===== src/rtl/switch_reader.sv =====
// -----------------------------------------------------------------------------
// switch_reader
//
// Samples WIDTH raw slide switches, synchronises them into clk, debounces each
// bit against a shared tick prescaler and reports every accepted change as:
//   - one-cycle registered edge pulses (sw_rise / sw_fall), and
//   - a valid/ready event record holding the new level and the changed bits.
//
// Parameters
//   WIDTH         number of switch inputs
//   TICK_DIV      clocks per debounce tick (>= 2)
//   STABLE_TICKS  consecutive ticks a bit must disagree with sw_db before the
//                 new level is accepted (>= 1)
//
// Ports
//   clk        in   system clock, rising edge
//   rst_n      in   asynchronous active-low reset
//   sw_in      in   raw switch pins (asynchronous to clk)
//   sw_db      out  debounced switch levels
//   sw_rise    out  one-cycle pulse per bit on a debounced 0->1 change
//   sw_fall    out  one-cycle pulse per bit on a debounced 1->0 change
//   evt_valid  out  event record available
//   evt_ready  in   consumer accepts the event
//   evt_level  out  sw_db value right after the change
//   evt_mask   out  bits that changed in this event
//   evt_ovf    out  sticky: an event was dropped while the record was stalled
//   clr_ovf    in   synchronous clear of evt_ovf (a simultaneous drop wins)
// -----------------------------------------------------------------------------
module switch_reader #(
  parameter int WIDTH        = 16,
  parameter int TICK_DIV     = 100000,
  parameter int STABLE_TICKS = 10
) (
  input  logic             clk,
  input  logic             rst_n,
  input  logic [WIDTH-1:0] sw_in,
  output logic [WIDTH-1:0] sw_db,
  output logic [WIDTH-1:0] sw_rise,
  output logic [WIDTH-1:0] sw_fall,
  output logic             evt_valid,
  input  logic             evt_ready,
  output logic [WIDTH-1:0] evt_level,
  output logic [WIDTH-1:0] evt_mask,
  output logic             evt_ovf,
  input  logic             clr_ovf
);

  // Prescaler counter width (TICK_DIV >= 2 so this is at least 1).
  localparam int TW = $clog2(TICK_DIV);
  // Per-bit debounce counter only has to reach STABLE_TICKS-1.
  localparam int CW = (STABLE_TICKS > 1) ? $clog2(STABLE_TICKS) : 1;

  localparam logic [TW-1:0] TICK_MAX = TW'(TICK_DIV - 1);
  localparam logic [CW-1:0] CNT_MAX  = CW'(STABLE_TICKS - 1);

  // ---------------------------------------------------------------------------
  // Registers
  // ---------------------------------------------------------------------------
  logic [WIDTH-1:0] r_sync1;
  logic [WIDTH-1:0] r_sync2;      // sw_sync: the only view of sw_in used below
  logic [TW-1:0]    r_tick_cnt;
  logic [CW-1:0]    r_cnt [WIDTH];
  logic [WIDTH-1:0] r_db;
  logic [WIDTH-1:0] r_rise;
  logic [WIDTH-1:0] r_fall;
  logic             r_evt_valid;
  logic [WIDTH-1:0] r_evt_level;
  logic [WIDTH-1:0] r_evt_mask;
  logic             r_evt_ovf;

  // ---------------------------------------------------------------------------
  // Combinational next-state
  // ---------------------------------------------------------------------------
  logic             w_tick;
  logic [WIDTH-1:0] w_db_next;
  logic [CW-1:0]    w_cnt_next [WIDTH];
  logic [WIDTH-1:0] w_chg;        // bits of sw_db that change at this edge
  logic             w_update;     // any bit changes: an update cycle
  logic             w_drop;       // update arrives while the record is stalled

  assign w_tick = (r_tick_cnt == TICK_MAX);

  // Per-bit debounce. Any cycle where the synchronised input agrees with the
  // debounced level restarts the count, so a bounce back costs a full window.
  // NOTE: every variable written here gets a default first, so no path can
  // leave one unassigned and infer a latch.
  always_comb begin
    w_db_next = r_db;
    for (int i = 0; i < WIDTH; i++) begin
      w_cnt_next[i] = r_cnt[i];
      if (r_sync2[i] == r_db[i]) begin
        w_cnt_next[i] = '0;
      end else if (w_tick) begin
        if (r_cnt[i] == CNT_MAX) begin
          w_db_next[i]  = r_sync2[i];
          w_cnt_next[i] = '0;
        end else begin
          w_cnt_next[i] = r_cnt[i] + CW'(1);
        end
      end
    end
  end

  assign w_chg    = w_db_next ^ r_db;
  assign w_update = |w_chg;
  assign w_drop   = w_update && r_evt_valid && !evt_ready;

  // ---------------------------------------------------------------------------
  // Synchroniser, prescaler, debounce state and edge pulses
  // ---------------------------------------------------------------------------
  // NOTE: sequential state uses non-blocking assignments only, so every flop
  // samples the values from before this edge regardless of statement order.
  always_ff @(posedge clk or negedge rst_n) begin
    if (!rst_n) begin
      r_sync1    <= '0;
      r_sync2    <= '0;
      r_tick_cnt <= '0;
      r_db       <= '0;
      r_rise     <= '0;
      r_fall     <= '0;
      // NOTE: the counter array is a register file, not a RAM; it is reset
      // element by element so reset discards any debounce in progress.
      for (int i = 0; i < WIDTH; i++) begin
        r_cnt[i] <= '0;
      end
    end else begin
      r_sync1    <= sw_in;
      r_sync2    <= r_sync1;
      r_tick_cnt <= w_tick ? '0 : r_tick_cnt + TW'(1);
      r_db       <= w_db_next;
      // Pulses are registered alongside r_db, so they coincide with the first
      // cycle the new level is visible.
      r_rise     <= w_chg & w_db_next;
      r_fall     <= w_chg & ~w_db_next;
      for (int i = 0; i < WIDTH; i++) begin
        r_cnt[i] <= w_cnt_next[i];
      end
    end
  end

  // ---------------------------------------------------------------------------
  // Event record: single-entry valid/ready register. A new update overwrites
  // the record only when it is empty or being accepted this cycle; otherwise
  // the record is held and the update is counted as dropped.
  // ---------------------------------------------------------------------------
  always_ff @(posedge clk or negedge rst_n) begin
    if (!rst_n) begin
      r_evt_valid <= 1'b0;
      r_evt_level <= '0;
      r_evt_mask  <= '0;
    end else if (w_update) begin
      if (!r_evt_valid || evt_ready) begin
        r_evt_valid <= 1'b1;
        r_evt_level <= w_db_next;
        r_evt_mask  <= w_chg;
      end
    end else if (r_evt_valid && evt_ready) begin
      r_evt_valid <= 1'b0;
    end
  end

  // Sticky overflow; a drop in the same cycle as clr_ovf keeps the flag set.
  always_ff @(posedge clk or negedge rst_n) begin
    if (!rst_n) begin
      r_evt_ovf <= 1'b0;
    end else if (w_drop) begin
      r_evt_ovf <= 1'b1;
    end else if (clr_ovf) begin
      r_evt_ovf <= 1'b0;
    end
  end

  // ---------------------------------------------------------------------------
  // Outputs
  // ---------------------------------------------------------------------------
  assign sw_db     = r_db;
  assign sw_rise   = r_rise;
  assign sw_fall   = r_fall;
  assign evt_valid = r_evt_valid;
  assign evt_level = r_evt_level;
  assign evt_mask  = r_evt_mask;
  assign evt_ovf   = r_evt_ovf;

endmodule


===== config.mk =====
export PLATFORM = sky130hd
export DESIGN_NAME = switch_reader
export DESIGN_NICKNAME = d
export VERILOG_FILES = /design/src/rtl/switch_reader.sv
export SDC_FILE = /design/constraint.sdc
export NUM_CORES = 1
export LEC_CHECK = 0
export ABC_CLOCK_PERIOD_IN_PS = 6600
export BUFFER_PORTS_ARGS = -buffer_cell sky130_fd_sc_hd__buf_2
export CAP_MARGIN = 5
export CORE_ASPECT_RATIO = 1.5
export CORE_UTILIZATION = 40
export DETAILED_ROUTE_END_ITERATION = 16
export PLACE_DENSITY_LB_ADDON = 0.2
export SLEW_MARGIN = 25
export SYNTH_ARGS = -nofsm -noshare
export SYNTH_HDL_FRONTEND = slang
export SYNTH_SLANG_ARGS = --single-unit
export TNS_END_PERCENT = 20

===== constraint.sdc =====
create_clock -name clk -period 6.6 [get_ports clk]
set_input_delay 1.32 -clock clk [delete_from_list [all_inputs] [get_ports clk]]
set_output_delay 1.32 -clock clk [all_outputs]
set_load 0.02 [all_outputs]

Word level (Yosys, flattened, before mapping)
Index checks and enable logic that the tools add are counted.
{"block": "op_classes", "addsub": 17, "n_bitwise": 4, "eq_ne": 34, "n_reduce_logical": 27, "n_mux": 102}
{"cell": "two-way mux 4 bit", "count": 48}
{"cell": "adder 4 x 1 -> 4 bit (second input constant)", "count": 16}
{"cell": "== test 4 bit (second input constant)", "count": 16}
{"cell": "two-way mux 1 bit", "count": 53}
{"cell": "nonzero test 2 bit", "count": 18}
{"cell": "AND 16 bit", "count": 2}
{"cell": "adder 17 x 1 -> 17 bit (second input constant)", "count": 1}
{"cell": "== test 17 bit (second input constant)", "count": 1}
{"cell": "two-way mux 17 bit", "count": 1}
{"cell": "== test 1 bit", "count": 16}
{"cell": "NOT 16 bit", "count": 1}
{"cell": "OR reduction 16 bit", "count": 1}
{"cell": "XOR 16 bit", "count": 1}
{"cell": "AND reduction 2 bit", "count": 2}
{"cell": "logical AND 1 bit", "count": 3}
{"cell": "zero test 1 bit", "count": 2}
{"cell": "!= test 2 x 1 -> 1 bit (second input constant)", "count": 1}
{"cell": "logical OR 1 bit", "count": 1}
{"block": "word_totals", "reg_bits": 195, "output_inout_bits": 82, "inputBits": 20, "wordCells": 210}

Logic depth before layout (Yosys ltp)
Gate-level depths: netlist of the first run.
{"block": "depth", "word_depth": 9, "mapped_depth": 14, "mapped_depth_nobuf": 11}

Worst setup path after synthesis of the first run
OpenSTA, ideal clock, no wires.
{"block": "synth_path", "path_type": "register -> register", "from": "reg r_tick_cnt[0]", "to": "reg r_evt_level[10] (netlist: evt_level[10])", "setup_ps": 134, "stages_incl_launch_ff": 15, "synth_period_minus_slack_ps": 3238, "n_path_buf": 5, "t_arrival_ps": 3104, "required_time_ps": 6466, "slack_ps": 3362, "cell_sequence": "dfrtp_1 > ha_1 > and4_2 > nand4_2 > buf_6 > clkbuf_1 > clkbuf_1 > o21ai_0 > ha_1 > nand4_1 > nor4_1 > nor2b_1 > clkbuf_1 > clkbuf_1 > a2bb2oi_1"}
{"block": "synth_via", "elab_chain_len": 6, "elab_cells_between_ends": 36, "classes_between": "eq/ne (1); mux (32); bitwise (1); reduce/logical (2)"}
{"item": "from (decl)", "line_no": "61", "text": "logic [TW-1:0] r_tick_cnt;"}
{"item": "from (signal assigned)", "line_no": "129", "text": "r_tick_cnt <= w_tick ? '0 : r_tick_cnt + TW'(1);"}
{"item": "== test 17 bit", "line_no": "81", "text": "assign w_tick = (r_tick_cnt == TICK_MAX);"}
{"item": "two-way mux 1 bit", "line_no": "93", "text": "end else if (w_tick) begin"}
{"item": "two-way mux 1 bit", "line_no": "91", "text": "if (r_sync2[i] == r_db[i]) begin"}
{"item": "net w_db_next[15]", "line_no": "75", "text": "logic [WIDTH-1:0] w_db_next;"}
{"item": "XOR 16 bit", "line_no": "104", "text": "assign w_chg = w_db_next ^ r_db;"}
{"item": "OR reduction 16 bit", "line_no": "105", "text": "assign w_update = |w_chg;"}
{"item": "AND reduction 2 bit (no line)"}
{"item": "to (signal assigned)", "line_no": "154", "text": "r_evt_level <= w_db_next;"}
{"item": "to (decl)", "line_no": "67", "text": "logic [WIDTH-1:0] r_evt_level;"}
The timed path passes the listed nets, and every way through them passes these cells.
A chain may end at the register's enable or synchronous reset.

Final worst setup path of the first run
{"block": "layout_path", "from": "reg r_tick_cnt[0]", "to": "reg r_evt_level[8] (netlist: evt_level[8])"}
The elaborated chain is that of the path after synthesis.

==> out/summary.txt, run 1 <==
status: finished clean
Site Rows: 65
Clk Tree Root Cell: clkbuf_16
port bufs: 101
post-synthesis cell area: 8710 um2
post-CTS setup buffers: 0
Switching Fraction: 22.7%
Sequential Area: 4880 um2
drt pass-1 iters: 5
Seq/Total Area, Yosys: 56.0%
Max Slew Vio Count: 0
core area: 21200 um2
worst-path fanout max: 54
area grow syn2layout: 15.4%
Hold Vio Cnt, Final: 0
Arr. time, crit path: 4.54 ns
share of the synthesized area in the top cell type: 56.0%
dpl hpwl: 12.9 mm
Clk pin slew, worst setup/hold paths: 0.07 ns
CTS Hold Bufs: 0
internal power: 1750 uW
most frequent cell after synthesis: dfrtp_1
setup TNS: 0 ns
Setup Skew: 0.0113 ns
setup violators final: 0
pin count of the biggest net entering global routing: 73
Overall Global Routing Usage: 18.2%
worst hold path depth: 0
total grt overflow: 0
non-filler cells, final: 1164
post-route minimum period: 4.25 ns
Clock Tree Buf Depth: 2
layout cells sized above 1: 16.3%
Slowest-stage cell, CP: nand4_4
Yosys cell types: 41
Synth Area per Inst: 11.1 um2
Final Cycle Share: 64.4%
final antenna-violating net count: 0
Post-synth EDFFs: 0
Ports: 102
Psw: 513 uW
Nets: 968
drt total wl: 18.9 mm
Multi-input gate area: 3460 um2
Worst Reg-to-Reg Cells: 11
DR vias/cell: 5.26
Setup CP Type: register to register
CP Cell Sequence: ha_1, and4_2, nand4_4, buf_4, o21ai_0, o21ai_0, ha_1, nand4_1, nor4_1, nor2b_2, a2bb2oi_1
WL per Instance: 16.2 um
DRC errors left: 0
post-CTS resize count: 0
Peak Freq: 0.235 GHz
Mapped Cells: 786
Post-Syn Nets: 871
TritonCTS clock tree: done
FF+latch count, synth: 195
worst vdd rail ir drop: 0.000168 V
RSZ-0062 raised after global routing: no
TritonCTS Buffers: 17
Die Area: 22400 um2
CP max stage delay: 0.55 ns
die width: 123 um
actual slew at the worst max-slew pin: 0.977 ns
async set-reset flop share out of synthesis: 100%
# H-tree levels: 4
fillers: 1961
Synth area leaders: dfrtp_1 56%, ha_1 9.3%, nand2_1 3.7%
placed cells: 1132
Seq pwr share: 53.5%
max_slew headroom: 34.5%
RD Place Congestion: 0.779
die height: 183 um
Syn. warnings: 0
MaxCap Viol Count: 0
Crit. End Element: register
PwrDens: 225 nW/um2
Synth Flop Type: dfrtp_1
nature of the critical path startpoint: register
largest area contributor in the netlist: dfrtp_1
Clock Power Share: 44.8%
TritonCTS Sinks: 195
vias in the first global route: 6097
initial core utilization: 41.0%
initial antenna violation count: 0
Initial DRC Count: 290
synth cell count leaders: 195 x dfrtp_1, 87 x nand2_1, 65 x ha_1, 65 x inv_1, 65 x o21ai_0
first-pass GRT wire length: 31.4 mm
P_leak: 0.00462 uW
worst hold path class: register to register
Comb power frac: 1.7%
Via Count: 6118
clock latency at the later pin of the worst-skew pair: 0.43 ns
CP Data Required Time: 6.89 ns
# diodes: 0
[through the flow]
stage	power (uW)	area (um2)	hold slack, ns	setup slack (ns)	utilization (%)
after global placement	1280	9480	0.332	2.48	44.7
final	2260	10100	0.345	2.35	47.4
after detailed placement	1280	9480	0.335	2.29	44.7
after floorplan	1240	8710	0.331	3.36	-
after CTS	2290	10100	0.344	2.28	47.4
after global routing	2350	10100	0.355	1.90	47.4
[worst max-delay path: cells and delay by family (launching register included)]
family	cells	cell delay [ns]
buffers and inverters	1	0.50
and+or+nand+nor	5	1.90
AOI/OAI and AO/OA	3	0.75
adders and majority gates	2	0.57
DFF	1	0.37
[path summary, 6_finish.rpt]
kind                                         start                  endpoint  slack, ns
hold reg to reg              r_sync1[13]$_DFF_PN0_     r_sync2[13]$_DFF_PN0_       0.35
setup reg to reg           r_tick_cnt[0]$_DFF_PN0_  evt_level[8]$_DFFE_PN0P_       2.35
setup / recovery           r_tick_cnt[0]$_DFF_PN0_  evt_level[8]$_DFFE_PN0P_       2.35
hold / removal               r_sync1[13]$_DFF_PN0_     r_sync2[13]$_DFF_PN0_       0.35
min in group asynchronous                    rst_n      r_sync2[8]$_DFF_PN0_       0.89
max in group asynchronous                    rst_n      r_cnt[4]$_DFFE_PN0P_       4.46
[power by group through the flow]
| stage | sequential (uW) | combinational, uW | clock (uW) |
|---|---|---|---|
| after global routing | 1210 | 46.3 | 1090 |
| final | 1210 | 39.1 | 1010 |
| after floorplan | 1230 | 7.53 | 0 |
| after global placement | 1230 | 41.8 | 0 |
| after detailed placement | 1230 | 41.6 | 0 |
| after CTS | 1210 | 41.7 | 1040 |
[cell usage in the layout (no fill, tap or decap), types with 3 or more instances in the layout]
cell type,n
nand2_1,87
and3b_1,16
a311oi_1,16
and3_1,6
buf_2,100
o21ai_0,65
clkinv_4,3
or3_1,32
o21a_1,16
or4_1,16
buf_4,7
a2bb2oi_1,16
dfrtp_1,195
xnor2_1,22
a31oi_1,16
nand3_1,19
clkbuf_16,17
nor2_1,6
ha_1,65
clkinvlp_4,3
nand4_1,9
inv_1,65
and2_1,3
xor2_1,6
a21oi_1,48
a41oi_1,16
inv_6,3
[layer usage]
metal	up-vias	routed length (um)	share of wire (%)	track usage (%)
met5	-	0	0	0
met4	0	289	1.5	6.15
met3	19	641	3.4	3.26
met2	114	9370	50	29.6
met1	3001	8590	45	24.2
li1	2984	-	-	-
[layout make-up]
cell class	count	share of cell area, %
clock inverters	13	1.26
inverters	65	2.43
flip-flops and latches	195	48.5
multi-input cells	496	34.4
repair buffers	108	5.64
clock buffers	19	4.41
well taps	268	3.34
[registers in the layout (all words and copies together), names as in the netlist]
signal	cells
evt_valid	1
r_cnt	64
sw_rise	16
sw_db	16
evt_level	16
r_sync2	16
r_tick_cnt	17
sw_fall	16
evt_ovf	1
evt_mask	16
r_sync1	16
[cell families (layout without fill, tap and decap cells)]
logic type	after synthesis	count (layout)	synth area share, %
DFF	195	195	56.0
xor gates and xnor gates	28	28	2.81
adders and majority gates	65	65	9.34
and+or+nand+nor	204	204	12.9
AOI/OAI and AO/OA	198	198	14.3
muxes	1	1	0.115
buffers and inverters	95	205	4.55
Note: power is estimated with default switching activity, not from simulation.
==> inputs of run 2 (changes only) <==
- ABC_CLOCK_PERIOD_IN_PS: 6600 -> 3700
- clock period: 6.6 -> 3.7 ns (I/O delays scaled with it)
==> run 2 against run 1 <==
  * Clock power rose by 87%
  * Clock skew up 0.0018 ns
  * Final area is 2.9% higher
  * Worst hold slack better by 0.00095 ns
  * Wire length up 1.7%
  * Critical path type unchanged
  * Largest power group unchanged
==> out/summary.txt, run 2 (same netlist as run 1, synthesis figures left out) <==
# diodes: 0 (unchanged)
drt total wl: 19.2 mm (+1.7%)
status: finished clean
max reg flops: 64 (unchanged)
Peak Freq: 0.285 GHz (+21%)
die height: 183 um (unchanged)
PwrDens: 399 nW/um2 (+77%)
DR vias/cell: 5.29 (+0.69%)
# H-tree levels: 4 (unchanged)
Setup CP Type: register to register
worst hold path depth: 0 (unchanged)
total grt overflow: 0 (unchanged)
CTS Hold Bufs: 0 (unchanged)
P_leak: 0.00478 uW (+3.4%)
CP Data Required Time: 4.03 ns (-2.86 ns)
post-route minimum period: 3.51 ns (-0.744 ns)
Hold Vio Cnt, Final: 0 (unchanged)
initial core utilization: 41.0% (unchanged)
Largest Register: r_cnt
layout cells sized above 1: 18.3% (+2.0 points)
Util after Layout: 48.7% (+1.4 points)
MaxCap Viol Count: 0 (unchanged)
vias in the first global route: 6118 (+0.34%)
worst vdd rail ir drop: 0.000346 V (+110%)
worst hold path class: register to register
most frequent cells in the layout: 195 x dfrtp_1, 100 x buf_2, 87 x nand2_1, 65 x inv_1, 65 x ha_1
Worst Reg-to-Reg Cells: 12 (+1)
RD Place Congestion: 0.774 (-0.71%)
pin count of the biggest net entering global routing: 99 (+36%)
Arr. time, crit path: 3.84 ns (-0.70 ns)
clock latency at the later pin of the worst-skew pair: 0.44 ns (about the same)
actual slew at the worst max-slew pin: 0.807 ns (-0.171 ns)
Ports: 102 (unchanged)
biggest registers after layout: r_cnt: 64 flops, r_tick_cnt: 17 flops
worst-path fanout max: 71 (+31%)
non-filler cells, final: 1184 (+1.7%)
dpl hpwl: 12.9 mm (-0.22%)
nature of the critical path startpoint: register
TritonCTS Sinks: 195 (unchanged)
die width: 123 um (unchanged)
Die Area: 22400 um2 (unchanged)
Max Slew Vio Count: 0 (unchanged)
DRC errors left: 0 (unchanged)
drt pass-1 iters: 4 (-1)
Overall Global Routing Usage: 18.3% (+0.15 points)
Initial DRC Count: 435 (+50%)
Crit. End Element: register
Clk pin slew, worst setup/hold paths: 0.07 ns (about the same)
final antenna-violating net count: 0 (unchanged)
first-pass GRT wire length: 31.8 mm (+1.1%)
Design Power: 4120 uW (+82%)
Site Rows: 65 (unchanged)
WL per Instance: 16.2 um (about the same)
setup violators final: 0 (unchanged)
initial antenna violation count: 0 (unchanged)
register-to-register setup slack: 0.19 ns (-2.16 ns)
Final Cycle Share: 94.8% (+30 points)
placed cells: 1150 (+1.6%)
area grow syn2layout: 18.7%
port bufs: 101 (unchanged)
TritonCTS Buffers: 17 (unchanged)
Setup Skew: 0.0131 ns (+0.00178 ns)
core area: 21200 um2 (unchanged)
Nets: 988 (+2.1%)
TritonCTS clock tree: done
commonest non-fill, non-tap cell in the layout: dfrtp_1
max_slew headroom: 46.2% (+12 points)
Clk Tree Root Cell: clkbuf_16
Clock Tree Buf Depth: 2 (unchanged)
Via Count: 6266 (+2.4%)
## run 2: where the power goes
part	internal, uW	switching [uW]	total [uW]
logic	18.5	54.9	73.3
clock network	1020	871	1890
registers	2150	12.3	2160
total	3180	938	4120
## run 2: metrics by stage
| stage | area, um2 | TNS [ns] | setup slack [ns] | hold WS (ns) |
|---|---|---|---|---|
| global route | 10300 | -0.00761 | -0.00761 | 0.352 |
| CTS | 10300 | 0 | 0.0353 | 0.346 |
| floorplan | 8710 | 0 | 0.462 | 0.331 |
| finish | 10300 | 0 | 0.194 | 0.346 |
| detailed placement | 9680 | -0.000327 | -0.000327 | 0.335 |
| global placement | 9680 | 0 | 0.203 | 0.332 |
## run 2: final timing paths
kind,start,to
max in group asynchronous,rst_n,r_cnt[3]$_DFFE_PN0P_
hold / removal,r_sync1[5]$_DFF_PN0_,r_sync2[5]$_DFF_PN0_
setup reg to reg,r_tick_cnt[0]$_DFF_PN0_,evt_level[11]$_DFFE_PN0P_
hold reg to reg,r_sync1[5]$_DFF_PN0_,r_sync2[5]$_DFF_PN0_
setup / recovery,r_tick_cnt[0]$_DFF_PN0_,evt_level[11]$_DFFE_PN0P_
min in group asynchronous,rst_n,r_cnt[28]$_DFFE_PN0P_
## run 2: worst max-delay path, cell delays in order (launching register included)
cell and delay [ns]:
dfrtp_1 0.37, ha_1 0.21, and4_2 0.32, nand4_4 0.13
buf_12 0.21, o21ai_0 0.28, o21ai_0 0.20, ha_1 0.37
nand4_1 0.23, o41ai_4 0.49, buf_12 0.23, a31oi_1 0.06
a2bb2oi_1 0.26
## run 2: metal layers
layer  up-vias  GRT usage, %  routed length (um)
met5         -             0                   0
met4         0          6.68                 364
met3        21          3.33                 680
met2       127          29.6                9360
met1      3097          24.4                8810
li1       3021             -                   -
## run 2: what timing repair did
action,CTS,global route
setup buffers,0,1
gates cloned,0,1
pin swaps,0,2
endpoints found under the setup margin,1,19
gates resized for setup,1,5
hold endpoints to repair,0,0
## run 2: final cells by class
class / count / area, um2
Timing Repair Buffer: 128 / 797
Fill cell: 1948 / 10900
Clock buffer: 17 / 425
Sequential cell: 195 / 4880
Inverter: 65 / 244
Tap cell: 268 / 335
Clock inverter: 15 / 173
Multi-Input combinational cell: 496 / 3490
